**config.mk**
```make
export PLATFORM = sky130hd
export DESIGN_NAME = reg_file_8x32
export DESIGN_NICKNAME = d
export VERILOG_FILES = /design/src/rtl/reg_file_8x32.sv
export SDC_FILE = /design/constraint.sdc
export NUM_CORES = 1
export LEC_CHECK = 0
export ABC_AREA = 1
export CAP_MARGIN = 20
export CORE_ASPECT_RATIO = 0.8
export CORE_MARGIN = 5
export CORE_UTILIZATION = 45
export DETAILED_ROUTE_END_ITERATION = 8
export SLEW_MARGIN = 20
export SYNTH_ARGS = -nofsm -noshare
export SYNTH_HDL_FRONTEND = slang
export SYNTH_SLANG_ARGS = --single-unit
```
**constraint.sdc**
```tcl
create_clock -name clk -period 1.9 [get_ports clk]
set_clock_uncertainty 0.2 [all_clocks]
set_input_delay 0.38 -clock clk [delete_from_list [all_inputs] [get_ports clk]]
set_output_delay 0.38 -clock clk [all_outputs]
set_load 0.1 [all_outputs]
```
**src/rtl/reg_file_8x32.sv**
```systemverilog
// 8 x 32-bit processor register file: two combinational operand read ports and
// one write-back port. Register 0 reads as zero, and same-cycle writes forward to the read ports.
module reg_file_8x32 #(
  parameter int DATA_W = 32,
  parameter int ADDR_W = 3,
  parameter int NREGS  = 8
) (
  input  logic              clk,
  input  logic              rst_n,
  input  logic [ADDR_W-1:0] rd_addr_a,
  input  logic [ADDR_W-1:0] rd_addr_b,
  output logic [DATA_W-1:0] rd_data_a,
  output logic [DATA_W-1:0] rd_data_b,
  input  logic              wr_en,
  input  logic [ADDR_W-1:0] wr_addr,
  input  logic [DATA_W-1:0] wr_data,
  output logic              wr_ack
);

  // Register 0 has no storage; only 1..NREGS-1 exist.
  logic [DATA_W-1:0] r_regs [1:NREGS-1];
  logic              r_wr_ack;
  logic              w_wr_commit;
  logic [ADDR_W-1:0] w_rd_addr [2];
  logic [DATA_W-1:0] w_rd_data [2];

  // Gating with rst_n keeps the forwarded value out of the read ports during reset.
  assign w_wr_commit = rst_n && wr_en && (wr_addr != '0);

  always_ff @(posedge clk or negedge rst_n) begin
    if (!rst_n) begin
      for (int i = 1; i < NREGS; i++) r_regs[i] <= '0;
      r_wr_ack <= 1'b0;
    end else begin
      if (w_wr_commit) r_regs[wr_addr] <= wr_data;
      r_wr_ack <= w_wr_commit;
    end
  end

  assign w_rd_addr[0] = rd_addr_a;
  assign w_rd_addr[1] = rd_addr_b;

  genvar gi;
  generate
    for (gi = 0; gi < 2; gi++) begin : g_rd
      always_comb begin
        if (w_rd_addr[gi] == '0)
          w_rd_data[gi] = '0;
        else if (w_wr_commit && (wr_addr == w_rd_addr[gi]))
          w_rd_data[gi] = wr_data;
        else
          w_rd_data[gi] = r_regs[w_rd_addr[gi]];
      end
    end
  endgenerate

  assign rd_data_a = w_rd_data[0];
  assign rd_data_b = w_rd_data[1];
  assign wr_ack    = r_wr_ack;

endmodule
```
# Word-level counts from Yosys, hierarchy flattened
# Index checks and enable logic that the tools add are counted.
totals:
  input_bits: 44
  mem_bits_ro: 0
  latchBits: 0
  out_inout_bits: 65
  reg_bits: 225
  mem_bits_rw: 0
  n_memories: 0
  word_cells: 38
op_classes:
  n_eq_ne: 2
  shift: 0
  order_cmp: 4
  muxes: 13
  n_reduce_logical: 8
  bitwise_logic: 3
  add_sub_neg: 0
  n_div: 0
  multipliers: 0
op_table:
  columns: ["operator", "n"]
  rows:
  - ["$mux W32", 9]
  - ["$bwmux W224", 1]
  - ["$bmux W32 S3", 2]
  - ["$demux W32 S3", 1]
  - ["$ge A4 B4 Y1 const B", 3]
  - ["$not A3 Y4", 3]
  - ["$eq A3 B3 Y1", 2]
  - ["$logic_not A3 Y1", 2]
  - ["$logic_and A1 B1 Y1", 5]
  - ["$lt A4 B1 Y1 const B", 1]
  - ["$reduce_bool A3 Y1", 1]

# Depth between registers and ports, before layout
# Gate-level depths: netlist (run 1).
logic_depth:
  word_depth: 6
  depth_mapped: 12
  depth_no_buf: 9

# Worst setup path after synthesis (run 1)
# No wires, ideal clock.
synth_path:
  path_type: "input port to output port"
  start: "input rd_addr_a[0]"
  end: "output rd_data_a[13]"
  path_slack_ns: -0.525
  t_arrival_ns: 1.845
  path_stages: 12
  required_time_ns: 1.320
  path_buffers: 3
  path_cell_list: "buf_2 inv_2 buf_2 buf_2 nand2_1 nand3_1 nand2_1 nand2_1 nand2_1 nand2_1 nand2_1 inv_1"
synth_between:
  elab_chain_len: 6
  word_cells_on_any_way: 9
  cone_classes: "eq/ne (1); mux (5); bitwise (1); reduce/logical (2)"
synth_rtl:
  columns: ["element", "line", "rtl"]
  rows:
  - ["from (decl)", "10", "input logic [ADDR_W-1:0] rd_addr_a,"]
  - ["$not A3 Y4 (implied by the code)", "52", "w_rd_data[gi] = r_regs[w_rd_addr[gi]];"]
  - ["$bmux W32 S3", "52", null]
  - ["$mux W32 (implied by the code) (2 in series)", "52", null]
  - ["$mux W32", "49", "else if (w_wr_commit && (wr_addr == w_rd_addr[gi]))"]
  - ["$mux W32 (*)", "47", "if (w_rd_addr[gi] == '0)"]
  - ["to (decl)", "12", "output logic [DATA_W-1:0] rd_data_a,"]
# Every way passes the cells marked *; elsewhere a longest branch is shown, timed or not. The select of a mux whose other input is x is not followed.

# Final worst setup path (run 1)
layout_path:
  start: "input wr_addr[2]"
  end: "output rd_data_a[15]"
layout_between:
  elab_chain_len: 5
  word_cells_on_any_way: 6
  cone_classes: "eq/ne (1); mux (2); reduce/logical (3)"
layout_rtl:
  columns: ["element", "line", "rtl"]
  rows:
  - ["from (decl)", "15", "input logic [ADDR_W-1:0] wr_addr,"]
  - ["$reduce_bool A3 Y1", "28", "assign w_wr_commit = rst_n && wr_en && (wr_addr != '0);"]
  - ["$logic_and A1 B1 Y1", "28", null]
  - ["$logic_and A1 B1 Y1 (*)", "49", null]
  - ["$mux W32 (*)", "49", null]
  - ["$mux W32 (*)", "47", null]
# Every way passes the cells marked *; elsewhere a longest branch is shown, timed or not.

==> results by group, run 1 <==
Outcome
  • Outcome: finished with violations
  • Failing checks: negative setup slack

Logic synthesis
  • Largest area contributor in the synthesized netlist: dfrtp_1
  • Synthesized area: ~14000 µm²
  • Yosys synthesis warning count: 0
  • Net count after synthesis: around 2200
  • Synth top area cells: dfrtp_1, nand2_1, nand3_1
  • Post-synthesis cell count: between 2000 and 2500
  • Yosys reg bits: 225
  • Proportion of synthesized chip area in sequential cells: 0.404
  • Fraction of synthesized cell area taken by the top area cell type: 0.404
  • Count of different cell masters after synthesis: 24
  • Avg Cell Area, Syn: 6.41 µm²

Routing
  • Antenna violation net count after detailed routing: 0
  • First-pass iteration count of the detailed router: 6
  • Via count normalized by instance count: between 5 and 6
  • Sum of routed wire length over all layers: 54.6 mm
  • Violation count after the first detailed-route iteration: about 1600
  • Wire length per cell after detailed routing: roughly 20 µm
  • Remaining DRCs: 0
  • Via count: roughly 15000

Power and ir drop
  • VDD IR-drop max: just over 0.0008 V
  • Standby leakage power: 9.71 nW
  • Pwr Density: around 940 nW/µm²
  • Post-layout power: 0.0193 W

Floorplan
  • Chip height: around 170 µm
  • IO Pins: between 100 and 150
  • Area of the core: about 30000 µm²
  • Initial core utilization: 0.458
  • Floorplan die area: approximately 35000 µm²
  • Cell Rows: 57
  • Die width: ~210 µm

Global routing
  • Overflow left after global routing: 0
  • Number of global-route vias before repair: 14600
  • Pin count of the biggest net entering global routing: 150
  • Number of antenna violations at the first check in global routing: 0
  • GRT Overall Usage: 0.303
  • Wire length of the first global-routing pass: ~83 mm

Layout
  • Filler Cell Count: 2586
  • Fin util: 0.676
  • Leading cell types in the layout, fill and taps excluded: nand2_1, dfrtp_1, nand3_1
  • Layout cell share with drive strength beyond 1: 0.280
  • Net count, final: ~2400
  • Final instance count without filler cells: 2794
  • Leading cell type in the layout, fill and taps excluded: nand2_1
  • Antenna diodes: 0
  • Area growth syn-to-layout: 47.5%

Clock network
  • CTS tree: built
  • Maximum count of clock buffers along a single path: 3
  • TritonCTS Buffers: 26
  • Clock slew seen by the registers of the worst setup and hold paths: about 0.060 ns
  • H-tree depth reported by CTS: 1
  • Clock network latency to the later pin of the worst-skew pair: between 0.5 and 0.6 ns
  • Num Clock Sinks: 225
  • Clock tree root buffer cell: clkbuf_16

STA
  • Setup repair after global routing missed its margin: yes
  • Period utilisation layout: 1.26
  • Clock period minus worst slack: around 2.4 ns
  • Tightest slew margin relative to the limit: 0.336
  • Max-slew violations: 0
  • Number of endpoints with negative hold slack in the final report: 0
  • Transition time of the tightest slew-check pin: around 1 ns
  • Peak clock frequency supported by timing: between 0.4 and 0.5 GHz
  • Worst Slack Setup Final: -0.499 ns
  • Min Hold Slack: roughly 0.065 ns
  • Count of endpoints failing setup in the final report: 64

Worst setup path
  • Data required time at the worst endpoint: roughly 1.3 ns
  • Register-to-register setup slack: slightly above 0.9 ns
  • CP Launch Point: wr_addr[2]
  • Worst Path Max Fanout: 8
  • Arrival time at the worst endpoint: 1.82 ns
  • CP startpoint kind: input pin
  • Crit path kind: in -> out
  • Startpoint of the most critical register-to-register path: r_regs[75]$_DFFE_PN0P_
  • Nature of the critical path endpoint: output port

Min path
  • Class of the worst hold path: in -> async

Place
  • Port Buf Inserts: approximately 110
  • HPWL after detailed placement: about 31 mm
  • Placed Cells incl. Taps: between 2000 and 3000
  • GP Congestion: 0.858

Job
  • Max capacitance violation total: 0
## metrics by stage
step           instance area (µm²)  setup WS, ns  TNS, ns
3_5_place_dp                 17400        -0.886  -153.24
3_3_place_gp                 17400        -0.842  -145.80
2_1_floorplan                14700        -0.305   -16.35
5_1_grt                      20600        -0.562   -31.97
4_1_cts                      19400        -0.563   -33.83
6_report                     20600        -0.499   -28.06
## registers in the layout, summed over array words and instances, names as in the netlist
register,count
r_regs,224
wr_ack,1
## power breakdown
part           internal (W)  total (W)  switching [W]  leakage (nW)
clock network       0.00325    0.00544        0.00219         0.453
registers           0.00579    0.00661       0.000820          2.86
logic               0.00285    0.00728        0.00443          6.39
total                0.0119     0.0193        0.00744          9.71
## synthesized netlist by cell type, drive strengths merged
library cell / number
o21ai: 224
clkbuf: 44
inv: 112
xor2: 3
xnor2: 1
or2: 2
nor2: 5
nand3: 230
nand2: 1186
buf: 110
dfrtp: 225
nand4: 32
o211ai: 3
## worst max-delay path, stage by stage
cell and delay, ns:
buf_12 0.11, buf_8 0.12, xor2_4 0.18, nor2_4 0.18, buf_6 0.17, clkbuf_16 0.20
nand3_2 0.10, nand2_4 0.10, clkinvlp_4 0.09, buf_12 0.16
## path summary, 6_finish.rpt
kind	end	cells past startpoint
max	rd_data_a[15]	10
min	r_regs[12]$_DFFE_PN0P_	3
max reg2reg	r_regs[75]$_DFFE_PN0P_	3
min reg2reg	r_regs[94]$_DFFE_PN0P_	2
max in group asynchronous	r_regs[100]$_DFFE_PN0P_	4
min in group clk	r_regs[100]$_DFFE_PN0P_	3
## area by class of cell
| class | count | area, µm² | share of cell area |
|---|---|---|---|
| tap | 413 | 517 | 0.0251 |
| sequential | 225 | 5630 | 0.274 |
| multi-input combinational | 1686 | 8500 | 0.413 |
| inverter | 112 | 671 | 0.0326 |
| timing repair buffer | 311 | 4330 | 0.211 |
| clock buffer | 32 | 723 | 0.0352 |
| clock inverter | 15 | 195 | 0.00949 |
## logic make-up (layout without fill, tap and decap cells)
| logic type | Yosys count | in the layout | share of synthesized area |
|---|---|---|---|
| flops | 225 | 225 | 0.404 |
| xor+xnor | 4 | 4 | 0.00305 |
| simple gates | 1455 | 1455 | 0.424 |
| buf+inv | 266 | 470 | 0.0870 |
| compound gates | 227 | 227 | 0.0820 |
## repair_timing
action / in CTS / in global routing
pin swaps: 81 / 213
cloned: 11 / 5
hold endpoints to repair: 94 / 0
gates resized for setup: 158 / 229
hold buffers: 1 / 0
buffers inserted: 24 / 33
endpoints found under the setup margin: 89 / 64
## layer usage
layer | part of all wire | global-route usage | wire length [µm] | up-vias
met5 | 0 | 0 | 0 | -
met4 | 0.042 | 0.127 | 2270 | 0
met3 | 0.083 | 0.0456 | 4550 | 148
met2 | 0.46 | 0.483 | 25200 | 752
met1 | 0.41 | 0.414 | 22600 | 7287
li1 | - | - | - | 7242
(Power assumes the default switching activity.)
==> run 2: changes to the inputs <==
--- a/config.mk
+++ b/config.mk
@@ -7,7 +7,7 @@
 export LEC_CHECK = 0
 export ABC_AREA = 1
 export CAP_MARGIN = 20
-export CORE_ASPECT_RATIO = 0.8
+export CORE_ASPECT_RATIO = 1.2
 export CORE_MARGIN = 5
 export CORE_UTILIZATION = 45
 export DETAILED_ROUTE_END_ITERATION = 8
==> results by group, run 2 (same netlist as run 1, synthesis figures left out) <==
Floorplan
  • Initial core utilization: 0.456 (was 0.458)
  • Floorplan die area: 34600 µm² (about the same)
  • Cell Rows: 70 (was 57)
  • Chip height: 203 µm (was 167 µm)
  • IO Pins: 109 (unchanged)
  • Area of the core: 30600 µm² (was 30500 µm²)
  • Die width: 171 µm (was 207 µm)

Routing
  • Via count: 15400 (about the same)
  • Remaining DRCs: 0 (unchanged)
  • Sum of routed wire length over all layers: 54.4 mm (was 54.6 mm)
  • Antenna violation net count after detailed routing: 0 (unchanged)
  • Wire length per cell after detailed routing: 19.5 µm (was 19.6 µm)
  • Violation count after the first detailed-route iteration: 1454 (was 1640)
  • First-pass iteration count of the detailed router: 6 (unchanged)
  • Via count normalized by instance count: 5.51 (was 5.52)

STA
  • Peak clock frequency supported by timing: 0.424 GHz (was 0.417 GHz)
  • Tightest slew margin relative to the limit: 0.364 (was 0.336)
  • Count of endpoints failing setup in the final report: 64 (unchanged)
  • Setup repair after global routing missed its margin: yes (unchanged)
  • Transition time of the tightest slew-check pin: 0.955 ns (was 0.996 ns)
  • Period utilisation layout: 1.24 (was 1.26)
  • Total Negative Setup Slacks: -25.09 ns (was -28.06 ns)
  • Clock period minus worst slack: 2.36 ns (was 2.40 ns)
  • Number of endpoints with negative hold slack in the final report: 0 (unchanged)
  • Worst Slack Setup Final: -0.457 ns (was -0.499 ns)
  • Max-slew violations: 0 (unchanged)

Global routing
  • Number of global-route vias before repair: 15100 (was 14600)
  • Overflow left after global routing: 0 (unchanged)
  • Pin count of the biggest net entering global routing: 154 (was 150)
  • Wire length of the first global-routing pass: 85.3 mm (was 83.3 mm)
  • Number of antenna violations at the first check in global routing: 1 (was 0)
  • GRT Overall Usage: 0.313 (was 0.303)

Power and ir drop
  • VDD IR-drop max: 0.000664 V (was 0.000813 V)
  • Post-layout power: 0.0191 W (was 0.0193 W)
  • Standby leakage power: 9.62 nW (was 9.71 nW)
  • Pwr Density: 962 nW/µm² (was 940 nW/µm²)

Worst setup path
  • Critical Path Max Stage Delay: 0.40 ns (was 0.20 ns)
  • Worst Path Max Fanout: 3 (was 8)
  • Sum of buffers and inverters on the critical path: 2 (was 6)
  • Slowest cell on crit path: dfrtp_1 (was clkbuf_16)
  • CP startpoint kind: flip-flop (was input pin)
  • Crit path kind: reg -> out (was in -> out)
  • Arrival time at the worst endpoint: 1.78 ns (was 1.82 ns)
  • Data required time at the worst endpoint: 1.32 ns (about the same)
  • CP delay by family, top: simple AND/OR/NAND/NOR gates (was buffers and inverters)
  • Nature of the critical path endpoint: output port (unchanged)
  • Critical path, cell by cell: nand2_1, nand3_1, nand2_1, nand2_1, nand2_2, nand2_2, nand2_2, clkinvlp_4, buf_12 (was buf_12, buf_8, xor2_4, nor2_4, buf_6, clkbuf_16, nand3_2, nand2_4, clkinvlp_4, buf_12)

Clock network
  • Clock slew seen by the registers of the worst setup and hold paths: 0.06 ns (about the same)
  • Num Clock Sinks: 225 (unchanged)
  • H-tree depth reported by CTS: 1 (unchanged)
  • CTS tree: built (unchanged)
  • Maximum count of clock buffers along a single path: 3 (unchanged)
  • TritonCTS Buffers: 26 (unchanged)
  • Clock tree root buffer cell: clkbuf_16 (unchanged)
  • Clock network latency to the later pin of the worst-skew pair: 0.55 ns (was 0.56 ns)

Layout
  • Leading cell type in the layout, fill and taps excluded: nand2_1 (unchanged)
  • Final instance count without filler cells: 2788 (was 2794)
  • Largest register by flop count: r_regs (unchanged)
  • Layout cell share with drive strength beyond 1: 0.255 (was 0.280)
  • Leading cell types in the layout, fill and taps excluded: nand2_1, dfrtp_1, nand3_1 (unchanged)
  • Number of flip-flops in the largest register: 224 (unchanged)
  • Antenna diodes: 0 (unchanged)
  • Net count, final: 2416 (was 2406)
  • Area growth syn-to-layout: 42.3% (was 47.5%)

Place
  • HPWL after detailed placement: 31.7 mm (was 31.4 mm)
  • GP Congestion: 0.847 (was 0.858)
  • Port Buf Inserts: 108 (unchanged)
  • Placed Cells incl. Taps: 2671 (was 2678)

Outcome
  • Outcome: finished with violations (unchanged)
  • Failing checks: negative setup slack (unchanged)

Job
  • Max capacitance violation total: 0 (unchanged)

Min path
  • Class of the worst hold path: in -> async (unchanged)
==> run 2: cell count changes in the layout (fill, tap and decap cells not counted), moves of 12 or more <==
cell     before   now
nand2_2     120   143
nand2_1     971  1013
nand3_2      31    19
buf_4       114   137
nand3_1     183   206
nand2_4      93    28
==> run 2: layout make-up <==
class	count	area [µm²]
clock inverters	10	138
clock buffers	38	797
flip-flops and latches	225	5630
multi-input cells	1686	7850
well taps	396	495
fillers	2684	10700
inverters	112	681
repair buffers	321	4260
==> run 2: worst reg2reg max path: stages (launching register included) <==
cell,delay (ns)
dfrtp_1,0.40
buf_4,0.14
buf_4,0.12
nand2_1,0.05
o21ai_0,0.07
==> run 2: stage by stage <==
stage | cell area (µm²) | hold slack, ns | setup WS, ns | util
CTS | 19500 | 0.132 | -0.445 | 0.636
global route | 19800 | 0.141 | -0.532 | 0.649
detailed placement | 17500 | 0.168 | -0.867 | 0.574
finish | 19800 | 0.129 | -0.457 | 0.649
global placement | 17500 | 0.167 | -0.843 | 0.574
floorplan | 14700 | -0.116 | -0.305 | -
==> run 2: what timing repair did <==
item,in CTS,in global routing
cloned,9,1
gates resized for setup,171,47
pin swaps,139,148
setup buffers,34,27
endpoints found under the hold margin,10,0
hold buffers,1,0
endpoints found under the setup margin,64,64
==> run 2: metal layers <==
metal,vias up,part of all wire,GRT usage
li1,7254,-,-
met1,7241,0.40,0.423
met2,735,0.46,0.495
met3,139,0.10,0.0586
met4,2,0.041,0.129
met5,-,0.00013,0
==> run 2: where the power goes <==
group | internal [W] | switching, W
Clock | 0.00331 | 0.00214
Sequential | 0.00579 | 0.000794
Combinational | 0.00275 | 0.00429
==> run 2: worst paths after layout <==
path | from | endpoint | slack (ns) | depth (start not counted)
max | r_regs[90]$_DFFE_PN0P_ | rd_data_a[26] | -0.46 | 9
min | rst_n | r_regs[6]$_DFFE_PN0P_ | 0.13 | 3
max reg2reg | r_regs[26]$_DFFE_PN0P_ | r_regs[26]$_DFFE_PN0P_ | 0.81 | 4
min reg2reg | r_regs[158]$_DFFE_PN0P_ | r_regs[158]$_DFFE_PN0P_ | 0.31 | 2
max in group asynchronous | rst_n | r_regs[23]$_DFFE_PN0P_ | 0.21 | 4
min in group clk | wr_addr[2] | r_regs[27]$_DFFE_PN0P_ | 0.23 | 5
==> run 3: changes to the inputs <==
--- a/config.mk
+++ b/config.mk
@@ -11,6 +11,7 @@
 export CORE_MARGIN = 5
 export CORE_UTILIZATION = 45
 export DETAILED_ROUTE_END_ITERATION = 8
+export PLACE_DENSITY_LB_ADDON = 0.2
 export SLEW_MARGIN = 20
 export SYNTH_ARGS = -nofsm -noshare
 export SYNTH_HDL_FRONTEND = slang
==> constraint.sdc (replaced) <==
create_clock -name clk -period 2.8 [get_ports clk]
set_clock_uncertainty 0.2 [all_clocks]
set_input_delay 0.56 -clock clk [delete_from_list [all_inputs] [get_ports clk]]
set_output_delay 0.56 -clock clk [all_outputs]
set_load 0.1 [all_outputs]
==> results by group, run 3 (same netlist as run 1, synthesis figures left out) <==
Outcome
  • Outcome: finished with violations (unchanged)
  • Failing checks: negative hold slack (was negative setup slack)

Power and ir drop
  • Standby leakage power: 9.13 nW (was 9.62 nW)
  • Pwr Density: 677 nW/µm² (was 962 nW/µm²)
  • VDD IR-drop max: 0.000460 V (was 0.000664 V)
  • Post-layout power: 0.0119 W (was 0.0191 W)

Routing
  • Antenna violation net count after detailed routing: 0 (unchanged)
  • Via count normalized by instance count: 5.55 (was 5.51)
  • Violation count after the first detailed-route iteration: 1671 (was 1454)
  • Via count: 14900 (was 15400)
  • Sum of routed wire length over all layers: 49.3 mm (was 54.4 mm)
  • First-pass iteration count of the detailed router: 6 (unchanged)
  • Wire length per cell after detailed routing: 18.4 µm (was 19.5 µm)
  • Remaining DRCs: 0 (unchanged)

Worst setup path
  • Crit path kind: in -> out (was reg -> out)
  • CP startpoint kind: input pin (was flip-flop)
  • Nature of the critical path endpoint: output port (unchanged)
  • Arrival time at the worst endpoint: 1.95 ns (was 1.78 ns)
  • Worst Path Max Fanout: 5 (was 3)
  • Data required time at the worst endpoint: 2.04 ns (was 1.32 ns)

Layout
  • Fin util: 0.575 (was 0.649)
  • Number of flip-flops in the largest register: 224 (unchanged)
  • Filler Cell Count: 2916 (was 2684)
  • Area growth syn-to-layout: 25.9% (was 42.3%)
  • Multi-input gate area: 7180 µm² (was 7850 µm²)
  • Leading cell types in the layout, fill and taps excluded: nand2_1, nand3_1, dfrtp_1 (was nand2_1, dfrtp_1, nand3_1)
  • Largest register by flop count: r_regs (unchanged)
  • Antenna diodes: 0 (unchanged)
  • Sequential cell area: 5630 µm² (unchanged)
  • Net count, final: 2317 (was 2416)
  • Layout cell share with drive strength beyond 1: 0.126 (was 0.255)
  • Leading cell type in the layout, fill and taps excluded: nand2_1 (unchanged)
  • Final standard cell area without fillers: 17600 µm² (was 19800 µm²)

Clock network
  • Clock slew seen by the registers of the worst setup and hold paths: 0.06 ns (about the same)
  • CTS tree: built (unchanged)
  • TritonCTS Buffers: 26 (unchanged)
  • Num Clock Sinks: 225 (unchanged)
  • Clock network latency to the later pin of the worst-skew pair: 0.53 ns (was 0.55 ns)
  • H-tree depth reported by CTS: 1 (unchanged)
  • Maximum count of clock buffers along a single path: 3 (unchanged)
  • Clock tree root buffer cell: clkbuf_16 (unchanged)

STA
  • Max-slew violations: 0 (unchanged)
  • Count of endpoints failing setup in the final report: 0 (was 64)
  • Clock period minus worst slack: between 2 and 3 ns
  • Setup repair after global routing missed its margin: no (was yes)
  • Number of endpoints with negative hold slack in the final report: 43 (was 0)
  • Period utilisation layout: 0.969
  • Worst Slack Setup Final: 0.0872 ns (was -0.457 ns)
  • Transition time of the tightest slew-check pin: 0.871 ns (was 0.955 ns)
  • Min Hold Slack: -0.0547 ns (was 0.129 ns)
  • Peak clock frequency supported by timing: approximately 0.37 GHz
  • Tightest slew margin relative to the limit: 0.419 (was 0.364)

Global routing
  • Number of antenna violations at the first check in global routing: 3 (was 1)
  • Wire length of the first global-routing pass: 78.8 mm (was 85.3 mm)
  • Pin count of the biggest net entering global routing: 149 (was 154)
  • GRT Overall Usage: 0.282 (was 0.313)
  • Number of global-route vias before repair: 14600 (was 15100)
  • Overflow left after global routing: 0 (unchanged)

Place
  • Worst Setup Slack post-DPL: -0.367 ns (was -0.867 ns)
  • Placement Cell Area: 16400 µm² (was 17500 µm²)
  • GP Congestion: 0.881 (was 0.847)
  • Port Buf Inserts: 108 (unchanged)
  • HPWL after detailed placement: 30.4 mm (was 31.7 mm)

Floorplan
  • Cell Rows: 70 (unchanged)
  • Initial core utilization: 0.456 (unchanged)
  • Area of the core: 30600 µm² (unchanged)
  • IO Pins: 109 (unchanged)
  • Chip height: 203 µm (unchanged)
  • Die width: 171 µm (unchanged)
  • Floorplan die area: 34600 µm² (unchanged)

Job
  • Max capacitance violation total: 0 (unchanged)

Min path
  • Class of the worst hold path: in -> async (unchanged)
==> run 3: cell types whose count changed in the layout (fill, tap and decap cells not counted), moves of 7 or more <==
cell	before	now
buf_4	137	72
buf_16	10	3
nand2_2	143	17
inv_1	41	80
nand2_1	1013	1167
nand3_2	19	0
clkinvlp_4	64	0
inv_2	5	30
nand2_4	28	2
buf_12	117	91
nand3_1	206	226
==> run 3: final cells by class <==
cell class | instances | area share
Multi-Input combinational cell | 1686 | 0.409
Sequential cell | 225 | 0.321
Timing Repair Buffer | 222 | 0.172
Clock buffer | 37 | 0.0435
Tap cell | 396 | 0.0282
Inverter | 112 | 0.0244
Clock inverter | 4 | 0.00256
==> run 3: what timing repair did <==
item | in CTS | in global routing
setup buffers | 9 | 1
pin swaps | 11 | 3
endpoints found under the setup margin | 64 | 63
hold buffers | 0 | 0
cloned | 3 | 2
resized for setup | 66 | 15
==> run 3: critical path: stages <==
cell	delay [ns]
clkbuf_4	0.17
inv_2	0.08
nand2_1	0.08
nand2_1	0.09
nor2_4	0.14
nand3_4	0.14
buf_6	0.16
buf_12	0.13
nand2_2	0.07
nand2_1	0.07
inv_2	0.07
buf_12	0.17
==> run 3: worst paths after layout <==
check / start / end / depth (start not counted) / slack (ns)
setup / recovery: rd_addr_b[1] / rd_data_b[8] / 12 / 0.09
hold / removal: rst_n / r_regs[125]$_DFFE_PN0P_ / 2 / -0.05
setup reg to reg: r_regs[68]$_DFFE_PN0P_ / r_regs[68]$_DFFE_PN0P_ / 2 / 1.89
hold reg to reg: r_regs[158]$_DFFE_PN0P_ / r_regs[158]$_DFFE_PN0P_ / 2 / 0.29
max in group asynchronous: rst_n / r_regs[114]$_DFFE_PN0P_ / 3 / 1.23
min in group clk: r_regs[158]$_DFFE_PN0P_ / r_regs[158]$_DFFE_PN0P_ / 2 / 0.29
==> run 3: metrics by stage <==
stage,setup TNS [ns],std cells
final,0,2682
after global routing,0,2682
after CTS,-0.00698,2680
after detailed placement,-13.23,2628
after global placement,-11.52,2628
after floorplan,0,2177
==> run 3: power breakdown <==
part	switching, W	internal, W
Combinational	0.00264	0.00149
Clock	0.00134	0.00196
Sequential	0.000536	0.00393
==> run 3: layer usage <==
layer | vias to the layer above | track usage | part of all wire
met4 | 6 | 0.124 | 0.042
met2 | 798 | 0.448 | 0.46
met5 | - | 0 | 0.00081
li1 | 7047 | - | -
met1 | 6876 | 0.378 | 0.40
met3 | 153 | 0.0506 | 0.10
